===== src/rtl/uart_cmd_assembler.sv =====
// Assembles three UART bytes (opcode, data_hi, data_lo) into one 24-bit command.
// A partial frame is abandoned if the gap between bytes reaches TIMEOUT clocks.
//
// state | meaning
// ------+---------------------------------------------
// IDLE  | no bytes of a frame held
// GOT1  | opcode held in staging
// GOT2  | opcode and data_hi held in staging
module uart_cmd_assembler #(
   parameter int TIMEOUT = 100000
) (
   input  logic        clk,
   input  logic        rst_n,
   input  logic        rx_rdy,
   input  logic [7:0]  rx_data,
   output logic        clr_rx_rdy,
   input  logic        clr_cmd_rdy,
   output logic [23:0] cmd,
   output logic        cmd_rdy,
   output logic        frame_err,
   output logic        overrun
);

   localparam int CW = $clog2(TIMEOUT + 1);
   localparam logic [CW-1:0] CNT_LAST = CW'(TIMEOUT - 1);

   typedef enum logic [1:0] {
      IDLE = 2'd0,
      GOT1 = 2'd1,
      GOT2 = 2'd2
   } state_t;

   state_t        state_q, state_d;
   logic [CW-1:0] cnt_q, cnt_d;
   logic [15:0]   stage_q, stage_d;    // {opcode, data_hi} awaiting data_lo
   logic [23:0]   cmd_q, cmd_d;
   logic          cmd_rdy_q, cmd_rdy_d;
   logic          frame_err_q, frame_err_d;
   logic          overrun_q, overrun_d;
   logic          accept;

   // A byte is taken whenever the receiver flags one; gated so reset never clears the receiver.
   assign accept     = rx_rdy & rst_n;
   assign clr_rx_rdy = accept;

   assign cmd       = cmd_q;
   assign cmd_rdy   = cmd_rdy_q;
   assign frame_err = frame_err_q;
   assign overrun   = overrun_q;

   // State, timer, staging and output registers.
   always_ff @(posedge clk or negedge rst_n) begin
      if (!rst_n) begin
         state_q     <= IDLE;
         cnt_q       <= '0;
         stage_q     <= '0;
         cmd_q       <= '0;
         cmd_rdy_q   <= 1'b0;
         frame_err_q <= 1'b0;
         overrun_q   <= 1'b0;
      end else begin
         state_q     <= state_d;
         cnt_q       <= cnt_d;
         stage_q     <= stage_d;
         cmd_q       <= cmd_d;
         cmd_rdy_q   <= cmd_rdy_d;
         frame_err_q <= frame_err_d;
         overrun_q   <= overrun_d;
      end
   end

   // Next-state: byte acceptance, frame completion, and inter-byte timeout.
   always_comb begin
      state_d     = state_q;
      cnt_d       = cnt_q;
      stage_d     = stage_q;
      cmd_d       = cmd_q;
      cmd_rdy_d   = cmd_rdy_q & ~clr_cmd_rdy;
      frame_err_d = 1'b0;
      overrun_d   = overrun_q;

      case (state_q)
         IDLE: begin
            cnt_d = '0;
            if (accept) begin
               stage_d[15:8] = rx_data;
               state_d       = GOT1;
            end
         end
         GOT1: begin
            if (accept) begin
               cnt_d        = '0;
               stage_d[7:0] = rx_data;
               state_d      = GOT2;
            end else if (cnt_q == CNT_LAST) begin
               cnt_d       = '0;
               frame_err_d = 1'b1;
               state_d     = IDLE;
            end else begin
               cnt_d = cnt_q + 1'b1;
            end
         end
         GOT2: begin
            if (accept) begin
               cnt_d     = '0;
               cmd_d     = {stage_q, rx_data};
               // Completion beats a same-cycle acknowledge; an unacknowledged frame is lost.
               cmd_rdy_d = 1'b1;
               overrun_d = overrun_q | (cmd_rdy_q & ~clr_cmd_rdy);
               state_d   = IDLE;
            end else if (cnt_q == CNT_LAST) begin
               cnt_d       = '0;
               frame_err_d = 1'b1;
               state_d     = IDLE;
            end else begin
               cnt_d = cnt_q + 1'b1;
            end
         end
         default: begin
            cnt_d   = '0;
            state_d = IDLE;
         end
      endcase
   end

endmodule


===== config.mk =====
export PLATFORM = sky130hd
export DESIGN_NAME = uart_cmd_assembler
export DESIGN_NICKNAME = d
export VERILOG_FILES = /design/src/rtl/uart_cmd_assembler.sv
export SDC_FILE = /design/constraint.sdc
export NUM_CORES = 1
export LEC_CHECK = 0
export ABC_AREA = 1
export BUFFER_PORTS_ARGS = -buffer_cell sky130_fd_sc_hd__buf_2
export CAP_MARGIN = 20
export CORE_MARGIN = 8
export CORE_UTILIZATION = 50
export DETAILED_ROUTE_END_ITERATION = 8
export GPL_TIMING_DRIVEN = 0
export PLACE_DENSITY = 0.68
export SLEW_MARGIN = 5
export SYNTH_ARGS = -nofsm -noshare
export SYNTH_HDL_FRONTEND = slang
export SYNTH_SLANG_ARGS = --single-unit

===== constraint.sdc =====
create_clock -name clk -period 4 [get_ports clk]
set_input_delay 0.4 -clock clk [delete_from_list [all_inputs] [get_ports clk]]
set_output_delay 0.4 -clock clk [all_outputs]
set_load 0.03 [all_outputs]

==> results_dict.tcl <==
set metrics [dict create \
    ctsResizeCount 0 \
    gp_congestion 0.800 \
    die_area_sq_um 8140 \
    fin_crit_sh 0.526 \
    core_sq_um 5410 \
    cp_data_required_time_ns 3.60 \
    cp_cell_sequence "buf_4, nand2_1, inv_2, buf_2" \
    top_layer "met4" \
    synth_cell_types 29 \
    synth-seq-cells 62 \
    setup_viol 0 \
    worstSetupStartpoint "rst_n" \
    num_vias 2054 \
    peakVddDrop_v 0.000440 \
    postCtsHoldBufs 0 \
    avgSynthCellArea_sq_um 9.77 \
    cts_root_buf "clkbuf_8" \
    post_cts_buffers 0 \
    cp-endpoint "clr_rx_rdy" \
    synth-async-reset-ratio 1.00 \
    syn_inst 282 \
    fin_util 0.606 \
    relSlewSlack 0.480 \
    synth-adder-area-share 0.0227 \
    place_inst 393 \
    synth_top_family_by_area "simple AND/OR/NAND/NOR gates" \
    stdcell_area_sq_um 3280 \
    yosysSeqAreaShare 0.563 \
    path_depth 4 \
    clock-sinks 62 \
    ys.flop_type "dfrtp_1" \
    synth_warnings 0 \
    finClkSkew_ns 0.00615 \
    whs_ns 0.149 \
    wl_per_cell_um 13.6 \
    instances_no_fill 409 \
    placed_area_sq_um 3040 \
    grt_pass1_vias 2070 \
    slowest_stage "buf_4" \
    track_usage 0.146 \
    drt_pass1_iterations 4 \
    drc 0 \
    layout-area-overhead-vs-synth_pct 19.0 \
    r2r_end "stage_q[14]$_DFFE_PN0P_" \
    setup_tns_ns 0 \
    initial_core_util 0.509 \
    critPathMaxFanout 63 \
    grt_antenna_before_repair 0 \
    ctsHtreeMaxLevel 3 \
    wl_um 5570 \
    grt_max_degree 64 \
    worst_pin_slew_ns 0.780 \
    drv_slew 0 \
    synth_compound_gate_area_share 0.0632 \
    cts_tree "built" \
    wl_met1_um 2740 \
    muxShareOfSynthArea 0.0613 \
    crit_arrival_ns 1.70 \
    io_pins 40 \
    reg2regPathDepth 8 \
    startpoint_type "primary input" \
    cts_buffers 9 \
    rrSetupSlack_ns 2.32 \
    vias_per_cell 5.02 \
    synth_xor_xnor_area_share 0.0159 \
    clk_pin_slew_ns 0.07 \
    synth_area_sq_um 2750 \
    dpl.hpwl_um 3880 \
    synth-edff-count 0 \
    diodes 0 \
    cp_top_family "buffers and inverters" \
    hold_path_class "in2async" \
    fmax_ghz 0.475 \
    grt_overflow 0 \
    slowest_delay_ns 0.60 \
    cts_buffer_depth 2 \
    drive_gt1_frac 0.273 \
    status "finished clean" \
    dieHeight_um 90.2 \
    rsz0062_at_grt "false" \
    p_leak_nw 1.63 \
    met2_length_um 2460 \
    syn_nets 299 \
    rows 27 \
    first_iter_violations 144 \
    fin_nets 349 \
    hold_viol 0 \
    period_needed_ns 2.10 \
    clk_latency_ns 0.34 \
    ant_nets 0 \
    end_kind "output port" \
    grt_pass1_wl_um 9640 \
    crit_type "in2out" \
    powerDensity_nw_per_um2 745 \
    critical_path_buf_inv_count 3 \
    met3WireLength_um 246 \
    r2r_start "state_q[1]$_DFFE_PN0P_" \
    io_buffers 39 \
    drv_cap 0 \
    die_width_um 90.2 \
    yosys.area_share.simple 0.213 \
]
layout by cell type, fill, tap and decap left out, drive strengths merged:
| cell | count |
|---|---|
| nand3 | 7 |
| nor3 | 12 |
| buf | 41 |
| ha | 5 |
| a31oi | 1 |
| mux2 | 15 |
| nand4 | 3 |
| xor2 | 4 |
| nor2 | 37 |
| clkbuf | 14 |
| xnor2 | 1 |
| clkinv | 2 |
| or2 | 1 |
| a21oi | 4 |
| o21bai | 1 |
| bufinv | 3 |
| inv | 34 |
| nor3b | 3 |
| nand2 | 59 |
| dfrtp | 62 |
| o21ai | 28 |
Yosys cell counts (4+ instances only):
library cell | n | area [sq um]
ha_1 | 5 | 62.6
nor2_2 | 9 | 56.3
nor2_1 | 27 | 101
clkbuf_1 | 4 | 15.0
inv_1 | 32 | 120
mux2_2 | 15 | 169
nand3_1 | 6 | 30.0
nand2_1 | 56 | 210
a21oi_1 | 4 | 20.0
dfrtp_1 | 62 | 1550
xor2_1 | 4 | 35.0
o21ai_0 | 28 | 140
nor3_1 | 8 | 40.0
where the power goes:
group / leakage (nW) / switching (mW) / total (mW) / internal, mW
clock: 0.121 / 0.244 / 0.658 / 0.414
combinational: 0.701 / 0.543 / 0.825 / 0.281
sequential: 0.806 / 0.117 / 0.961 / 0.844
worst reg2reg max path, cell delays in order, from the launching register on:
cell	delay, ns
dfrtp_1	0.42
inv_1	0.09
ha_1	0.14
inv_1	0.06
nor2_1	0.23
inv_1	0.15
clkbuf_1	0.25
nand2_1	0.12
o21ai_0	0.08
how the worst min path moves through the flow:
stage | endpoint | startpoint | cells after the start
global placement | overrun$_DFFE_PN0P_ | overrun$_DFFE_PN0P_ | 1
floorplan | cmd[0]$_DFFE_PN0P_ | rst_n | 0
finish | cnt_q[9]$_DFF_PN0_ | rst_n | 1
global route | cnt_q[9]$_DFF_PN0_ | rst_n | 1
CTS | cnt_q[9]$_DFF_PN0_ | rst_n | 1
detailed placement | cnt_q[0]$_DFF_PN0_ | cnt_q[0]$_DFF_PN0_ | 1
logic make-up after synthesis:
kind of cell    Yosys count
simple gates            122
buf+inv                  39
flops                    62
xor+xnor                  5
mux                      15
compound gates           34
fa+ha+maj                 5
cell type report:
type	count	area [sq um]
Sequential cell	62	1550
Multi-Input combinational cell	181	1040
Buffer	6	42.5
Clock buffer	10	128
Timing Repair Buffer	39	198
Fill cell	490	2130
Tap cell	72	90.1
Clock inverter	6	109
Inverter	33	124
per-layer routing:
| metal | vias to the layer above | track usage |
|---|---|---|
| met2 | 56 | 0.210 |
| li1 | 1000 | - |
| met1 | 988 | 0.196 |
| met5 | - | 0 |
| met3 | 10 | 0.0391 |
| met4 | 0 | 0.0791 |
flip-flops by register name, summed over array words and instances, names as in the netlist:
name and flops:
cmd_rdy 1, state_q 2, overrun 1, cnt_q 17, frame_err 1, stage_q 16
cmd 24
metrics by stage:
step	worst slack, ns	power (mW)
finish	1.90	2.44
global route	1.71	2.60
CTS	1.86	2.47
detailed placement	1.62	1.80
global placement	1.09	1.78
floorplan	2.55	1.55
No activity file was read; power rests on OpenSTA's default activity.
